### src/rtl/if_id_pipeline_ctrl.sv
// if_id_pipeline_ctrl
// Owns the program counter and the IF/ID pipeline register. Load-use stall
// requests from the hazard unit become a held PC/IF/ID plus one ID/EX bubble.
// Taken-branch flush requests become a PC redirect plus FLUSH_CYCLES cycles
// with an invalid IF/ID register.
//
// Optional feature macro: HAZARD_STATS_EN adds saturating stall_cnt/flush_cnt.
//
// Ports:
//   clk            clock, all state updates on rising edge
//   rst            synchronous active-high reset
//   nop            hazard request, 2'b01 = load-use stall
//   flush          hazard request, 2'b01 = branch taken
//   branch_target  redirect address, sampled when a flush is accepted
//   imem_instr     instruction memory read data for the current pc
//   pc             fetch address (register)
//   ifid_instr     IF/ID instruction (register)
//   ifid_pc        IF/ID pc (register)
//   ifid_valid     IF/ID holds a real instruction (register)
//   stall_cnt      accepted stall count (HAZARD_STATS_EN only)
//   flush_cnt      accepted flush count (HAZARD_STATS_EN only)
//   idex_bubble    combinational, ID/EX loads a NOP on this edge
//   fetch_busy     combinational, high while in STALL or FLUSH
module if_id_pipeline_ctrl #(
  parameter int unsigned     PC_W         = 32,
  parameter int unsigned     INSTR_W      = 32,
  parameter logic [PC_W-1:0] RESET_PC     = '0,
  parameter int unsigned     PC_STEP      = 4,
  parameter int unsigned     FLUSH_CYCLES = 1
) (
  input  logic               clk,
  input  logic               rst,
  input  logic [1:0]         nop,
  input  logic [1:0]         flush,
  input  logic [PC_W-1:0]    branch_target,
  input  logic [INSTR_W-1:0] imem_instr,
  output logic [PC_W-1:0]    pc,
  output logic [INSTR_W-1:0] ifid_instr,
  output logic [PC_W-1:0]    ifid_pc,
  output logic               ifid_valid,
  output logic               idex_bubble,
`ifdef HAZARD_STATS_EN
  output logic [15:0]        stall_cnt,
  output logic [15:0]        flush_cnt,
`endif
  output logic               fetch_busy
);

  if ((FLUSH_CYCLES < 1) || (FLUSH_CYCLES > 3)) begin : gen_bad_flush_cycles
    $error("FLUSH_CYCLES must be in 1..3");
  end

  localparam logic [1:0]      FlInit = 2'(FLUSH_CYCLES - 1);
  localparam logic [PC_W-1:0] Step   = PC_W'(PC_STEP);

  typedef enum logic [1:0] {StRun, StStall, StFlush} state_e;

  state_e             state_q, state_d;
  logic [1:0]         fl_cnt_q, fl_cnt_d;
  logic [PC_W-1:0]    pc_q, pc_d;
  logic [INSTR_W-1:0] ifid_instr_q, ifid_instr_d;
  logic [PC_W-1:0]    ifid_pc_q, ifid_pc_d;
  logic               ifid_valid_q, ifid_valid_d;
  logic               stall_acc, flush_acc;

  assign stall_acc = (nop == 2'b01) && (state_q == StRun);
  assign flush_acc = (flush == 2'b01) && (state_q != StFlush);

  always_comb begin
    state_d      = state_q;
    fl_cnt_d     = fl_cnt_q;
    pc_d         = pc_q;
    ifid_instr_d = ifid_instr_q;
    ifid_pc_d    = ifid_pc_q;
    ifid_valid_d = ifid_valid_q;
    if (flush_acc) begin
      // Flush wins over a same-cycle stall; Decode sees an invalid slot instead of a bubble.
      pc_d         = branch_target;
      ifid_instr_d = '0;
      ifid_pc_d    = '0;
      ifid_valid_d = 1'b0;
      fl_cnt_d     = FlInit;
      state_d      = (FLUSH_CYCLES > 1) ? StFlush : StRun;
    end else begin
      unique case (state_q)
        StRun: begin
          if (stall_acc) begin
            state_d = StStall;
          end else begin
            pc_d         = pc_q + Step;
            ifid_instr_d = imem_instr;
            ifid_pc_d    = pc_q;
            ifid_valid_d = 1'b1;
          end
        end
        StStall: begin
          // nop is ignored here so a stuck request cannot starve fetch.
          pc_d         = pc_q + Step;
          ifid_instr_d = imem_instr;
          ifid_pc_d    = pc_q;
          ifid_valid_d = 1'b1;
          state_d      = StRun;
        end
        StFlush: begin
          ifid_instr_d = '0;
          ifid_valid_d = 1'b0;
          fl_cnt_d     = fl_cnt_q - 2'd1;
          if (fl_cnt_q == 2'd1) begin
            state_d = StRun;
          end
        end
        default: state_d = StRun;
      endcase
    end
  end

  always_ff @(posedge clk) begin
    if (rst) begin
      state_q      <= StRun;
      fl_cnt_q     <= '0;
      pc_q         <= RESET_PC;
      ifid_instr_q <= '0;
      ifid_pc_q    <= '0;
      ifid_valid_q <= 1'b0;
    end else begin
      state_q      <= state_d;
      fl_cnt_q     <= fl_cnt_d;
      pc_q         <= pc_d;
      ifid_instr_q <= ifid_instr_d;
      ifid_pc_q    <= ifid_pc_d;
      ifid_valid_q <= ifid_valid_d;
    end
  end

  assign pc          = pc_q;
  assign ifid_instr  = ifid_instr_q;
  assign ifid_pc     = ifid_pc_q;
  assign ifid_valid  = ifid_valid_q;
  assign idex_bubble = !rst && stall_acc && !flush_acc;
  assign fetch_busy  = !rst && (state_q != StRun);

`ifdef HAZARD_STATS_EN
  logic [15:0] stall_cnt_q, stall_cnt_d;
  logic [15:0] flush_cnt_q, flush_cnt_d;

  always_comb begin
    stall_cnt_d = stall_cnt_q;
    flush_cnt_d = flush_cnt_q;
    if (flush_acc) begin
      if (flush_cnt_q != 16'hFFFF) flush_cnt_d = flush_cnt_q + 16'd1;
    end else if (stall_acc) begin
      if (stall_cnt_q != 16'hFFFF) stall_cnt_d = stall_cnt_q + 16'd1;
    end
  end

  always_ff @(posedge clk) begin
    if (rst) begin
      stall_cnt_q <= '0;
      flush_cnt_q <= '0;
    end else begin
      stall_cnt_q <= stall_cnt_d;
      flush_cnt_q <= flush_cnt_d;
    end
  end

  assign stall_cnt = stall_cnt_q;
  assign flush_cnt = flush_cnt_q;
`endif

endmodule
### config.mk
export PLATFORM = sky130hd
export DESIGN_NAME = if_id_pipeline_ctrl
export DESIGN_NICKNAME = d
export VERILOG_FILES = /design/src/rtl/if_id_pipeline_ctrl.sv
export SDC_FILE = /design/constraint.sdc
export NUM_CORES = 1
export LEC_CHECK = 0
export CAP_MARGIN = 40
export CORE_UTILIZATION = 43
export DETAILED_ROUTE_END_ITERATION = 10
export GPL_TIMING_DRIVEN = 1
export PLACE_DENSITY = 0.81
export SYNTH_ARGS = -nofsm -noshare
export SYNTH_HDL_FRONTEND = slang
export SYNTH_SLANG_ARGS = --single-unit
### constraint.sdc
create_clock -name clk -period 2.3 [get_ports clk]
set_clock_uncertainty 0.1 [all_clocks]
set_input_delay 0.345 -clock clk [delete_from_list [all_inputs] [get_ports clk]]
set_output_delay 0.345 -clock clk [all_outputs]
set_load 0.01 [all_outputs]
* Word-level counts from Yosys, hierarchy flattened *
Index checks and enable logic that the tools add are counted.

storage, ports and cells
  bits in registers = 101
  input port bits = 70
  output and inout port bits = 99
  logic and storage cells = 47

cells by class
  add/sub/neg operators = 2
  eq/ne operators = 10
  multiplexer cells = 12
  reduce and logical (&&, ||, !) cells = 17

operators by type and width
  operator                                              number
  two-way mux 32 bit                                    4
  one-hot mux 32 bit (2 select lines)                   2
  one-hot mux 32 bit (3 select lines)                   1
  adder 32 x 3 -> 32 bit (second input constant)        1
  equality test 2 x 1 -> 1 bit (second input constant)  4
  != test 2 bit (second input constant)                 4
  AND reduction 2 bit                                   4
  nonzero test 3 bit                                    2
  logical AND 1 bit                                     5
  two-way mux 2 bit                                     2
  one-hot mux 2 bit (2 select lines)                    1
  nonzero test 2 bit                                    2
  != test 3 bit (second input constant)                 1
  one-hot mux 1 bit (3 select lines)                    1
  equality test 2 bit (second input constant)           1
  logical NOT 1 bit                                     2
  logical NOT 2 bit                                     1
  OR reduction 2 bit                                    1
  subtractor 2 x 1 -> 2 bit (second input constant)     1
  two-way mux 1 bit                                     1

* Depth between registers and ports, before layout *
Gate-level depths: netlist of the first run.

  word-level depth = 5
  depth in mapped cells = 7
  mapped depth without buffers = 6

* Worst setup path after synthesis of the first run *
OpenSTA, ideal clock, no wires.

  path type = input to output
  start = input nop[1]
  end = output idex_bubble
  arrival = 1.317 ns
  required time = 1.855 ns
  slack = 0.538 ns
  stages = 4
  buffers on the path = 2
  cells stage by stage = or3b_2 -> clkbuf_1 -> clkbuf_1 -> nor2_1

on the way
  word-level cells in the longest chain between the ends = 4

ends and longest elaborated chain
  what                            line  RTL
  start: declaration              33    input logic [1:0] nop,
  equality test 2 x 1 -> 1 bit    66    assign stall_acc = (nop == 2'b01) && (state_q == StRun);
  logical AND 1 bit               66
  logical AND 1 bit (2 in a row)  139   assign idex_bubble = !rst && stall_acc && !flush_acc;
  end: declaration                41    output logic idex_bubble,

Every way passes these cells.

* Worst setup path after layout of the first run *
  start = input nop[0]
  end = output idex_bubble

The elaborated chain is that of the path after synthesis.

==> flow_summary.toml, run 1 <==
[die]
num_io_pins = 169
floorplan.rows = 34
die_h_um = 98.6
die_width_um = 98.6
core_region_area_um2 = 8890
initial_core_util_pct = 45.1
die-area_um2 = 9720

[clock_network]
clock_pin_slew_on_the_worst_setup_and_hold_paths_ns = 0.09
worst_skew_pair.late_latency_ns = 0.35
clock_tree.root_cell = "clkbuf_8"
clockBufferDepth = 2
htreeDepth = 3
cts_sinks = 98
tritoncts = "built"
cts_inserted_buffers = 9

[logic_synthesis]
synthSimpleGateAreaFrac_pct = 25.6
synth_xor_xnor_area_share_pct = 6.11
mappedNetlistArea_um2 = 4010
yosysSeqAreaShare_pct = 48.9
post_synth_fa_ha_maj_area_fraction_pct = 0.312
ys_async_sr_fraction_pct = 0
synth_most_common_cell = "nand2_1"
mux_cell_area_share_after_synthesis_pct = 0
yosys.area.top_type = "dfxtp_1"
netlist_top_cells_count = "nand2_1 (144), dfxtp_1 (98), a21oi_1 (68), nor2_1 (36), a211oi_1 (26)"
synth-seq-cells = 98
syn-num-nets = 564
yosysTopAreaCellShare_pct = 48.9
synthTopCellsByArea = "dfxtp_1 (49%), nand2_1 (13%), a21oi_1 (8.5%)"
netlist-cell-type-count = 33
post_synth.cell_area_avg_um2 = 8.14
synth_compound_gate_area_share_pct = 14.0
synth-edff-count = 0
combinational_family_with_the_most_area_after_synthesis = "simple AND/OR/NAND/NOR gates"
yosys_warnings = 0
syn-instance-count = 493
postSynth.topFlopCell = "dfxtp_1"

[cells_and_area]
layoutNonFillerInstCount = 767
layout.area.seq_um2 = 1960
number_of_diodes_added_for_antenna_fixing = 0
fill_cells = 722
multiInputGateArea_um2 = 1860
syn_to_final_growth_pct = 48.9
final_util_pct = 67.2
num-nets-final = 725
proportion_of_layout_cells_with_a_drive_suffix_above_1_pct = 6.22

[placed_design]
placer_congestion = 0.842
hpwlAfterDp_um = 7990
place.port_buffers = 168
placement.setup.worst_slack_ns = -0.113
place_inst = 751

[drt]
route.antenna.remaining_nets = 0
drc = 0
wl_per_cell_um = 14.7
drt-vias-per-instance = 5.14
total_vias_in_the_final_route = 3939
wirelength_um = 11300
drtPass1Iterations = 5
drt_iter0_markers = 223

[power_and_ir_drop]
seq_power_share_pct = 51.8
report.power.total_mw = 3.60
vdd.ir_drop.worst_mv = 0.341
p_comb_share_pct = 17.2
pwr_density_cell_nw_per_um2 = 603
leakage_nw = 2.15
p_sw_mw = 0.935
internal_power_mw = 2.67
part_of_the_total_power_dissipated_in_the_clock_network_pct = 31.0
swShare_pct = 26.0

[job]
maxCapViolCount = 0

[global_route]
grt_pass1_vias = 3786
grt_start_max_net_pins = 68
grt_first_pass_wirelength_um = 18300
grtUsageTotal_pct = 23.5
gr-total-overflow = 0
grt_antenna_before_repair = 0

[timing]
timing.final.max_slew_violations = 0
setup_total_negative_slack_ns = 0
report.final.setup_viol = 0
fmax_ghz = 0.479
final_critical_path_setup_slack_ns = 0.212
slew_at_the_pin_closest_to_its_max_slew_limit_ns = 0.705
final_period_minus_worst_setup_slack_ns = 2.09
setup_repair_after_global_routing_missed_its_margin = "false"
post-route-period-util_pct = 90.8
finalHoldViolCount = 0
timing.slew.headroom_pct = 53.0

[worst_setup_path]
max_stage_delay_ns = 0.47
critPathKind = "in -> out"
slowest_stage = "clkdlybuf4s50_1"
worstPathCellList = "clkdlybuf4s50_1 > or3b_2 > nor2_1 > dlygate4sd2_1"
worst-endpoint-required_ns = 1.86
critPathArrivalTime_ns = 1.64
worstSetupEndpointType = "primary output"
type_of_element_launching_the_critical_path = "primary input"
worstPathMaxFanout = 2

[status]
status = "finished clean"

[min_path]
hold_path_class = "reg -> reg"
[cell usage in the layout (no fill, tap or decap), types with 2 or more instances in the layout]
master and count:
a211oi_1 26, a21oi_1 68, and3_1 4, and4_1 2, buf_4 18, clkbuf_1 2, clkbuf_8 10, clkdlybuf4s50_1 167
dfxtp_1 98, nand2_1 144, nand2b_2 2, nand3_1 13, nand4_1 12, nor2_1 36, nor2b_1 2, nor3_1 3
nor4_1 2, o21ai_0 2, xnor2_1 5, xor2_1 23
[stage by stage]
step,cell area (um^2),hold slack [ns]
global placement,5770,0.337
floorplan,4010,0.376
finish,5970,0.353
global route,5970,0.373
detailed placement,5770,0.344
CTS,5970,0.357
[worst max-delay path: cells and delay by family]
family	cells	cell delay (ns)
buffers and inverters	2	0.74
AND/OR/NAND/NOR	2	0.55
[timing repair]
item | CTS | global route
setup endpoints to repair | 1 | 10
resized for setup | 1 | 1
buffers inserted | 0 | 0
hold buffers | 0 | 0
endpoints found under the hold margin | 0 | 0
[cell type report]
type | count | area share, %
well taps | 108 | 2.26
multi-input cells | 358 | 31.2
repair buffers | 186 | 30.4
inverters | 1 | 0.0628
clock inverters | 4 | 0.859
clock buffers | 12 | 2.43
flip-flops and latches | 98 | 32.8
[sequential cells by signal, indices dropped and copies added, names as in the netlist]
name	count
pc	32
ifid_instr	32
state_q	1
ifid_pc	32
ifid_valid	1
[power by group through the flow]
stage	sequential [mW]	clock [mW]	combinational [mW]
floorplan	1.94	0	0.212
global placement	1.90	0	0.610
detailed placement	1.91	0	0.621
CTS	1.87	1.14	0.624
global route	1.88	1.21	0.669
finish	1.87	1.12	0.619
[worst paths after layout]
| path | slack [ns] | to | cells after the start | start |
|---|---|---|---|---|
| setup / recovery | 0.21 | idex_bubble | 4 | nop[0] |
| hold / removal | 0.35 | ifid_instr[20]$_SDFFE_PP0P_ | 2 | ifid_instr[20]$_SDFFE_PP0P_ |
| hold reg to reg | 0.35 | ifid_instr[20]$_SDFFE_PP0P_ | 2 | ifid_instr[20]$_SDFFE_PP0P_ |
| setup reg to reg | 0.24 | pc[18]$_SDFFE_PP0P_ | 6 | pc[2]$_SDFFE_PP0P_ |
[layer usage]
metal	routed length, um	track usage (%)
met1	5000	29.5
met2	5240	38.4
met3	800	6.52
met4	207	8.96
met5	0	0
[logic make-up after synthesis]
family | Yosys count
and+or+nand+nor | 231
AOI/OAI and AO/OA | 98
DFF | 98
buffers and inverters | 37
xor gates and xnor gates | 28
adders and majority gates | 1
No activity file was read; power rests on OpenSTA's default activity.
==> inputs of run 2 (changes only) <==
--- a/config.mk
+++ b/config.mk
@@ -9,6 +9,7 @@
 export CORE_UTILIZATION = 43
 export DETAILED_ROUTE_END_ITERATION = 10
 export GPL_TIMING_DRIVEN = 1
+export MAX_ROUTING_LAYER = met4
 export PLACE_DENSITY = 0.81
 export SYNTH_ARGS = -nofsm -noshare
 export SYNTH_HDL_FRONTEND = slang
==> run 2 against run 1 <==
- via count rose by 0.33%
- register-to-register slack better by 0.02 ns
- fmax about the same
- first-iteration DRC count grew 19%
- global-route usage increased by 0.67 points
- non-clock buffer count unchanged
- worst setup slack improved by 0.00062 ns
- total power hardly changed
- sequential power hardly changed
- final cell count unchanged
- critical endpoint unchanged
- largest power group unchanged
==> flow_summary.toml, run 2 (synthesized netlist as in run 1, its figures left out) <==
[power_and_ir_drop]
vdd.ir_drop.worst_mv = 0.341
report.power.total_mw = 3.60
leakage_nw = 2.15
pwr_density_cell_nw_per_um2 = 603

[timing]
final_period_minus_worst_setup_slack_ns = 2.09
setup_total_negative_slack_ns = 0
fmax_ghz = 0.479
final_critical_path_setup_slack_ns = 0.213
slew_at_the_pin_closest_to_its_max_slew_limit_ns = 0.685
setup_repair_after_global_routing_missed_its_margin = "false"
post-route-period-util_pct = 90.7
hold_slack_ns = 0.353
finalHoldViolCount = 0
timing.final.max_slew_violations = 0
report.final.setup_viol = 0
timing.slew.headroom_pct = 54.4

[drt]
drc = 0
drt_iter0_markers = 265
wirelength_um = 11200
wl_per_cell_um = 14.6
total_vias_in_the_final_route = 3952
drtPass1Iterations = 4
drt-vias-per-instance = 5.15
route.antenna.remaining_nets = 0

[die]
die_h_um = 98.6
core_region_area_um2 = 8890
die_width_um = 98.6
floorplan.rows = 34
num_io_pins = 169
initial_core_util_pct = 45.1
die-area_um2 = 9720

[worst_setup_path]
capturing_instance_or_port_of_the_critical_path = "idex_bubble"
critPathKind = "in -> out"
crit-reg2reg-launch = "pc[2]$_SDFFE_PP0P_"
timing.reg2reg.setup_slack_ns = 0.26
reg2reg_depth = 6
worstPathMaxFanout = 2
crit-reg2reg-capture = "pc[22]$_SDFFE_PP0P_"
worst-endpoint-required_ns = 1.86
critPathArrivalTime_ns = 1.64
type_of_element_launching_the_critical_path = "primary input"
worstSetupEndpointType = "primary output"
worst_setup_path_startpoint = "nop[0]"

[clock_network]
htreeDepth = 3
tritoncts = "built"
clockBufferDepth = 2
clock_pin_slew_on_the_worst_setup_and_hold_paths_ns = 0.09
clock_tree.root_cell = "clkbuf_8"
worst_skew_pair.late_latency_ns = 0.35
cts_inserted_buffers = 9
cts_sinks = 98

[job]
maxCapViolCount = 0

[cells_and_area]
layout.cells.most_common = "clkdlybuf4s50_1"
proportion_of_layout_cells_with_a_drive_suffix_above_1_pct = 6.22
number_of_diodes_added_for_antenna_fixing = 0
syn_to_final_growth_pct = 48.9
finish.instance_area_um2 = 5970
num-nets-final = 725
final_cell_mix = "clkdlybuf4s50_1 (167), nand2_1 (144), dfxtp_1 (98), a21oi_1 (68), nor2_1 (36)"
fill_cells = 722

[global_route]
grt_antenna_before_repair = 0
grtUsageTotal_pct = 24.1
grt_first_pass_wirelength_um = 18300
grt_start_max_net_pins = 68
grt_pass1_vias = 3771
gr-total-overflow = 0

[min_path]
hold_path_class = "reg -> reg"

[placed_design]
placed_cell_area_um2 = 5770
place.port_buffers = 168
hpwlAfterDp_um = 7990
placer_congestion = 0.855
placement.setup.worst_slack_ns = -0.113

[status]
status = "finished clean"
[run 2: area by class of cell]
| class | count | area (um^2) | share of cell area, % |
|---|---|---|---|
| Clock inverter | 4 | 51.3 | 0.859 |
| Tap cell | 108 | 135 | 2.26 |
| Sequential cell | 98 | 1960 | 32.8 |
| Timing Repair Buffer | 186 | 1820 | 30.4 |
| Clock buffer | 12 | 145 | 2.43 |
| Multi-Input combinational cell | 358 | 1860 | 31.2 |
| Inverter | 1 | 3.75 | 0.0628 |
[run 2: repair_timing]
action / 4_1_cts / 5_1_grt
hold buffers: 0 / 0
setup buffers: 0 / 0
resized for setup: 1 / 1
endpoints found under the setup margin: 1 / 10
[run 2: worst min path at each step]
stage	startpoint	to	slack, ns	cells after the start
final	ifid_instr[20]$_SDFFE_PP0P_	ifid_instr[20]$_SDFFE_PP0P_	0.35	2
after global routing	ifid_pc[18]$_SDFFE_PP0P_	ifid_pc[18]$_SDFFE_PP0P_	0.37	2
after CTS	ifid_pc[12]$_SDFFE_PP0P_	ifid_pc[12]$_SDFFE_PP0P_	0.36	2
after detailed placement	ifid_pc[12]$_SDFFE_PP0P_	ifid_pc[12]$_SDFFE_PP0P_	0.34	2
after global placement	ifid_instr[3]$_SDFFE_PP0P_	ifid_instr[3]$_SDFFE_PP0P_	0.34	2
after floorplan	ifid_instr[0]$_SDFFE_PP0P_	ifid_instr[0]$_SDFFE_PP0P_	0.38	2
[run 2: layer usage]
metal	wire length [um]	vias to the layer above	GRT usage [%]
met5	0	-	-
li1	-	1972	-
met1	4950	1817	30.5
met2	5290	146	37.8
met3	782	17	5.39
met4	197	0	8.96
[run 2: stage by stage]
stage                     cells  utilization, %
final                       767            67.2
after global routing        767            67.2
after CTS                   767            67.1
after detailed placement    751            64.9
after global placement      751            64.9
after floorplan             493               -
[run 2: critical path, cell delays in order]
cell and delay (ns):
clkdlybuf4s50_1 0.47, or3b_2 0.45, nor2_1 0.10, dlygate4sd2_1 0.27
[run 2: where the power goes]
group          leakage (nW)  internal, mW  total, mW  switching, mW
Combinational          1.25         0.345      0.618          0.272
Sequential            0.804          1.79       1.87         0.0799
Clock                0.0966         0.535       1.11          0.580
==> inputs of run 3 (changes only) <==
--- a/config.mk
+++ b/config.mk
@@ -10,7 +10,7 @@
 export DETAILED_ROUTE_END_ITERATION = 10
 export GPL_TIMING_DRIVEN = 1
 export MAX_ROUTING_LAYER = met4
-export PLACE_DENSITY = 0.81
+export PLACE_DENSITY = 0.82
 export SYNTH_ARGS = -nofsm -noshare
 export SYNTH_HDL_FRONTEND = slang
 export SYNTH_SLANG_ARGS = --single-unit
==> run 3 against run 2 <==
- sequential power barely moved
- final cell count unchanged
- hold slack gained 0.0027 ns
- first-iteration DRC count decreased by 6.8%
- worst setup slack got worse by 0.075 ns
- die area stayed put
- global-route usage up 0.79 points
- register-to-register slack hardly changed
- fmax is 3.5% lower
- critical path depth is the same
- via count grew 0.89%
- largest cell class unchanged
- largest power group unchanged
==> flow_summary.toml, run 3 (synthesized netlist as in run 1, its figures left out) <==
[status]
status = "finished clean"

[timing]
final_critical_path_setup_slack_ns = 0.138
report.final.setup_viol = 0
timing.slew.headroom_pct = 53.1
hold_slack_ns = 0.356
fmax_ghz = 0.462
setup_total_negative_slack_ns = 0
finalHoldViolCount = 0
final_period_minus_worst_setup_slack_ns = 2.16
post-route-period-util_pct = 94.0
slew_at_the_pin_closest_to_its_max_slew_limit_ns = 0.704
setup_repair_after_global_routing_missed_its_margin = "false"
timing.final.max_slew_violations = 0

[placed_design]
place.port_buffers = 168
placement.setup.worst_slack_ns = -0.279
hpwlAfterDp_um = 8230
placer_congestion = 0.846

[drt]
drc = 0
total_vias_in_the_final_route = 3987
drt_iter0_markers = 247
wl_met3_um = 788
drtPass1Iterations = 4
dr_wl_met2_um = 5600
drt-vias-per-instance = 5.20
met1_length_um = 5130
route.antenna.remaining_nets = 0
wl_per_cell_um = 15.3
highest_metal_layer_with_signal_wires = "met4"
wirelength_um = 11700

[power_and_ir_drop]
vdd.ir_drop.worst_mv = 0.454
swShare_pct = 27.1
seq_power_share_pct = 53.3
p_sw_mw = 0.950
internal_power_mw = 2.56
pwr_density_cell_nw_per_um2 = 588
part_of_the_total_power_dissipated_in_the_clock_network_pct = 28.9
leakage_nw = 2.14
p_comb_share_pct = 17.8

[worst_setup_path]
worstPathMaxFanout = 2
worst-endpoint-required_ns = 1.86
critPathArrivalTime_ns = 1.72
worstSetupEndpointType = "primary output"
critPathKind = "in -> out"
type_of_element_launching_the_critical_path = "primary input"

[global_route]
grtUsageTotal_pct = 24.9
grt_first_pass_wirelength_um = 18800
grt_antenna_before_repair = 0
gr-total-overflow = 0
grt_pass1_vias = 3901
grt_start_max_net_pins = 71

[clock_network]
cts_sinks = 98
htreeDepth = 3
worst_skew_pair.late_latency_ns = 0.35
clock_tree.root_cell = "clkbuf_8"
cts_inserted_buffers = 9
clockBufferDepth = 2
hold_buffers = 0
clock_pin_slew_on_the_worst_setup_and_hold_paths_ns = 0.10
tritoncts = "built"

[cells_and_area]
num-nets-final = 725
final_util_pct = 67.1
syn_to_final_growth_pct = 48.8
fill_cells = 754
proportion_of_layout_cells_with_a_drive_suffix_above_1_pct = 6.22
layout.area.seq_um2 = 1960
final_cell_mix = "clkdlybuf4s50_1 (167), nand2_1 (144), dfxtp_1 (98), a21oi_1 (68), nor2_1 (36)"
number_of_diodes_added_for_antenna_fixing = 0
multiInputGateArea_um2 = 1860
layout.cells.most_common = "clkdlybuf4s50_1"

[job]
maxCapViolCount = 0

[min_path]
hold_path_class = "reg -> reg"

[die]
floorplan.rows = 34
core_region_area_um2 = 8890
die_h_um = 98.6
die-area_um2 = 9720
die_width_um = 98.6
initial_core_util_pct = 45.1
num_io_pins = 169
run 3: cell types whose count changed in the layout (fill, tap and decap cells not counted):
cell / previous run / this run
clkinv_4: 1 / 0
clkinvlp_4: 1 / 3
buf_4: 18 / 16
buf_12: 0 / 1
bufinv_16: 1 / 0
buf_6: 0 / 1
run 3: per-stage QoR:
| step | power, mW | cells | area [um^2] |
|---|---|---|---|
| 3_5_place_dp | 2.53 | 750 | 5770 |
| 5_1_grt | 3.66 | 767 | 5970 |
| 6_report | 3.51 | 767 | 5970 |
| 3_3_place_gp | 2.51 | 750 | 5770 |
| 4_1_cts | 3.53 | 766 | 5940 |
| 2_1_floorplan | 2.15 | 493 | 4010 |
run 3: what timing repair did:
item	4_1_cts	5_1_grt
pin swaps	0	1
gates resized for setup	2	1
endpoints found under the setup margin	4	3
hold endpoints to repair	0	0
buffers inserted	0	1
run 3: metal layers:
layer	GRT usage (%)	vias to the layer above
met2	39.5	160
met4	8.96	0
li1	-	1964
met5	-	-
met3	5.67	16
met1	31.2	1847
run 3: cell type report:
class / instances / area share (%)
multi-input combinational: 358 / 31.2
clock inverter: 4 / 0.461
inverter: 1 / 0.0629
clock buffer: 12 / 2.43
tap: 108 / 2.26
timing repair buffer: 186 / 30.7
sequential: 98 / 32.9
run 3: worst paths after layout:
| kind | from | end | slack [ns] | cells after the start |
|---|---|---|---|---|
| setup / recovery | nop[0] | idex_bubble | 0.14 | 4 |
| hold / removal | ifid_pc[0]$_SDFFE_PP0P_ | ifid_pc[0]$_SDFFE_PP0P_ | 0.36 | 2 |
| setup reg to reg | pc[2]$_SDFFE_PP0P_ | pc[18]$_SDFFE_PP0P_ | 0.26 | 7 |
| hold reg to reg | ifid_pc[0]$_SDFFE_PP0P_ | ifid_pc[0]$_SDFFE_PP0P_ | 0.36 | 2 |
run 3: worst max-delay path, cell delays in order:
cell and delay [ns]:
clkdlybuf4s50_1 0.48, or3b_2 0.47, nor2_1 0.13, dlygate4sd2_1 0.29
run 3: power groups by stage:
stage | sequential [mW] | combinational, mW | clock (mW)
6_report | 1.87 | 0.624 | 1.01
5_1_grt | 1.88 | 0.673 | 1.11
4_1_cts | 1.87 | 0.627 | 1.03
3_5_place_dp | 1.91 | 0.624 | 0
3_3_place_gp | 1.90 | 0.610 | 0
2_1_floorplan | 1.94 | 0.212 | 0
==> RTL edit (flow settings as in run 3) <==
Set the parameter `PC_W` to 24 (it was 32).
--- a/src/rtl/if_id_pipeline_ctrl.sv
+++ b/src/rtl/if_id_pipeline_ctrl.sv
@@ -23,5 +23,5 @@
 //   fetch_busy     combinational, high while in STALL or FLUSH
 module if_id_pipeline_ctrl #(
-  parameter int unsigned     PC_W         = 32,
+  parameter int unsigned     PC_W         = 24,
   parameter int unsigned     INSTR_W      = 32,
   parameter logic [PC_W-1:0] RESET_PC     = '0,
Interface: changed (resized branch_target, ifid_pc and pc); port bits go from 169 to 145. No check against the original RTL was run, so the function may have changed too.
==> RTL edit against run 3 <==
Total power fell by 11%; area after synthesis fell by 18%; largest power group unchanged; final area fell by 14%; worst setup slack got worse by 35 ps; routed wire length fell by 17%; final cell count fell by 13%; largest cell class is now non-clock buffers; sequential cell count fell by 16.
==> RTL edit: results (changes against run 3) <==
pre_cts_ws_ps: -95.84  # +183.2 ps
placed_cell_area_um2: 4938  # -14%
finalNetCount: 627  # -14%
ys_seq_area_frac: 0.5010  # +0.01187
routed_wl_um: 9728  # -17%
grt_pass1_wl_um: 14970  # -20%
dp_hpwl_um: 7013  # -15%
vdd_drop_max_v: 0.0004895  # +7.9%
via_count: 3398  # -15%
drt_iter0_drc: 152  # -38%
grt_usage: 0.2529  # +0.003714
synthTopCellsByArea: "dfxtp_1, nand2_1, a21oi_1, nor2_1, clkbuf_1"
synth_fp_nets: 481  # -15%
path_clk_slew_ps: 80  # -20 ps
leakage_uw: 0.001859  # -13%
status: "completed"
antenna_found_initial: 0  # unchanged
fillers: 635  # -16%
insertion_delay_ps: 330  # -20 ps
grt_max_degree: 59  # -17%
diodes: 0  # unchanged
worst_pin_slew_ps: 584.5  # -119.0 ps
globalplace.congestion: 0.8249  # -2.5%
ys_types: 34  # +3.0%
grt_pass1_vias: 3167  # -19%
drive_gt1_frac: 0.08099  # +0.01877
path_max_fanout: 7  # +5
synth_common_cells: "nand2_1, dfxtp_1, a21oi_1"
portBuffers: 144  # -14%
==> RTL edit: changes by cell type in the layout (fill, tap and decap cells not counted), moves of 4 or more <==
cell | run 3 | this run
clkdlybuf4s50_1 | 167 | 143
xor2_1 | 23 | 4
a211oi_1 | 26 | 8
dfxtp_1 | 98 | 81
nand2_1 | 144 | 128
a21oi_1 | 68 | 59
a311oi_1 | 1 | 10
nand4_1 | 12 | 5
nor2_1 | 36 | 29
or4_1 | 0 | 6
nand3_1 | 13 | 8
o31ai_1 | 0 | 5
buf_4 | 16 | 20
==> RTL edit: metal layers <==
metal / track usage / share of wire / vias to the layer above
met5: - / 0 / -
met4: 0.08802 / 0.012 / 0
met3: 0.04709 / 0.053 / 10
met2: 0.4226 / 0.51 / 112
met1: 0.3064 / 0.43 / 1566
li1: - / - / 1710
==> RTL edit: repair_timing <==
item                                   in CTS  in global routing
endpoints found under the hold margin       0                  0
gates resized for setup                     1                  1
cloned                                      0                  0
setup endpoints to repair                   1                  1
buffers inserted                            0                  0
==> RTL edit: report_power, final <==
part | internal, µW | total, µW | switching (µW)
registers | 1500 | 1560 | 59.2
logic | 311 | 555 | 244
clock network | 522 | 1020 | 498
==> RTL edit: path summary, 6_finish.rpt <==
check | start | to | slack, ps | depth (start not counted)
worst max-delay path | pc[12] | pc[19] | 100 | 5
worst min-delay path | ifid_pc[5] | ifid_pc[5] | 350 | 2
worst max register to register | pc[12] | pc[19] | 100 | 5
worst min register to register | ifid_pc[5] | ifid_pc[5] | 350 | 2
==> RTL edit: worst max-delay path, stage by stage, from the launching register on <==
cell and delay [ps]:
dfxtp_1 380, nand4_1 190, or4_1 620, buf_4 200, or3_1 350, a311oi_1 270
==> RTL edit: area by class of cell <==
class	instances	area, µm²	area share
timing repair buffer	167	1650	0.3216
multi-input combinational	301	1510	0.2943
clock buffer	10	137.6	0.02682
clock inverter	5	55.05	0.01073
inverter	3	11.26	0.002195
tap	99	123.9	0.02414
sequential	82	1643	0.3202
==> RTL edit: kinds of logic (layout without fill, tap and decap cells) <==
logic type / Yosys count / count (layout) / share of synthesized area
AND/OR/NAND/NOR: 203 / 203 / 0.2715
AO/OA/AOI/OAI: 89 / 89 / 0.1619
flip-flops: 82 / 82 / 0.5010
buffers and inverters: 35 / 185 / 0.04047
XOR/XNOR: 8 / 8 / 0.02138
adder cells (fa/ha/maj): 1 / 1 / 0.003818
==> RTL edit: through the flow <==
step | std cells | total power, µW | TNS [ps]
2_1_floorplan | 418 | 1797 | 0
3_3_place_gp | 652 | 2130 | -125.8
3_5_place_dp | 652 | 2147 | -680.8
4_1_cts | 667 | 3154 | 0
5_1_grt | 667 | 3269 | 0
6_report | 667 | 3133 | 0
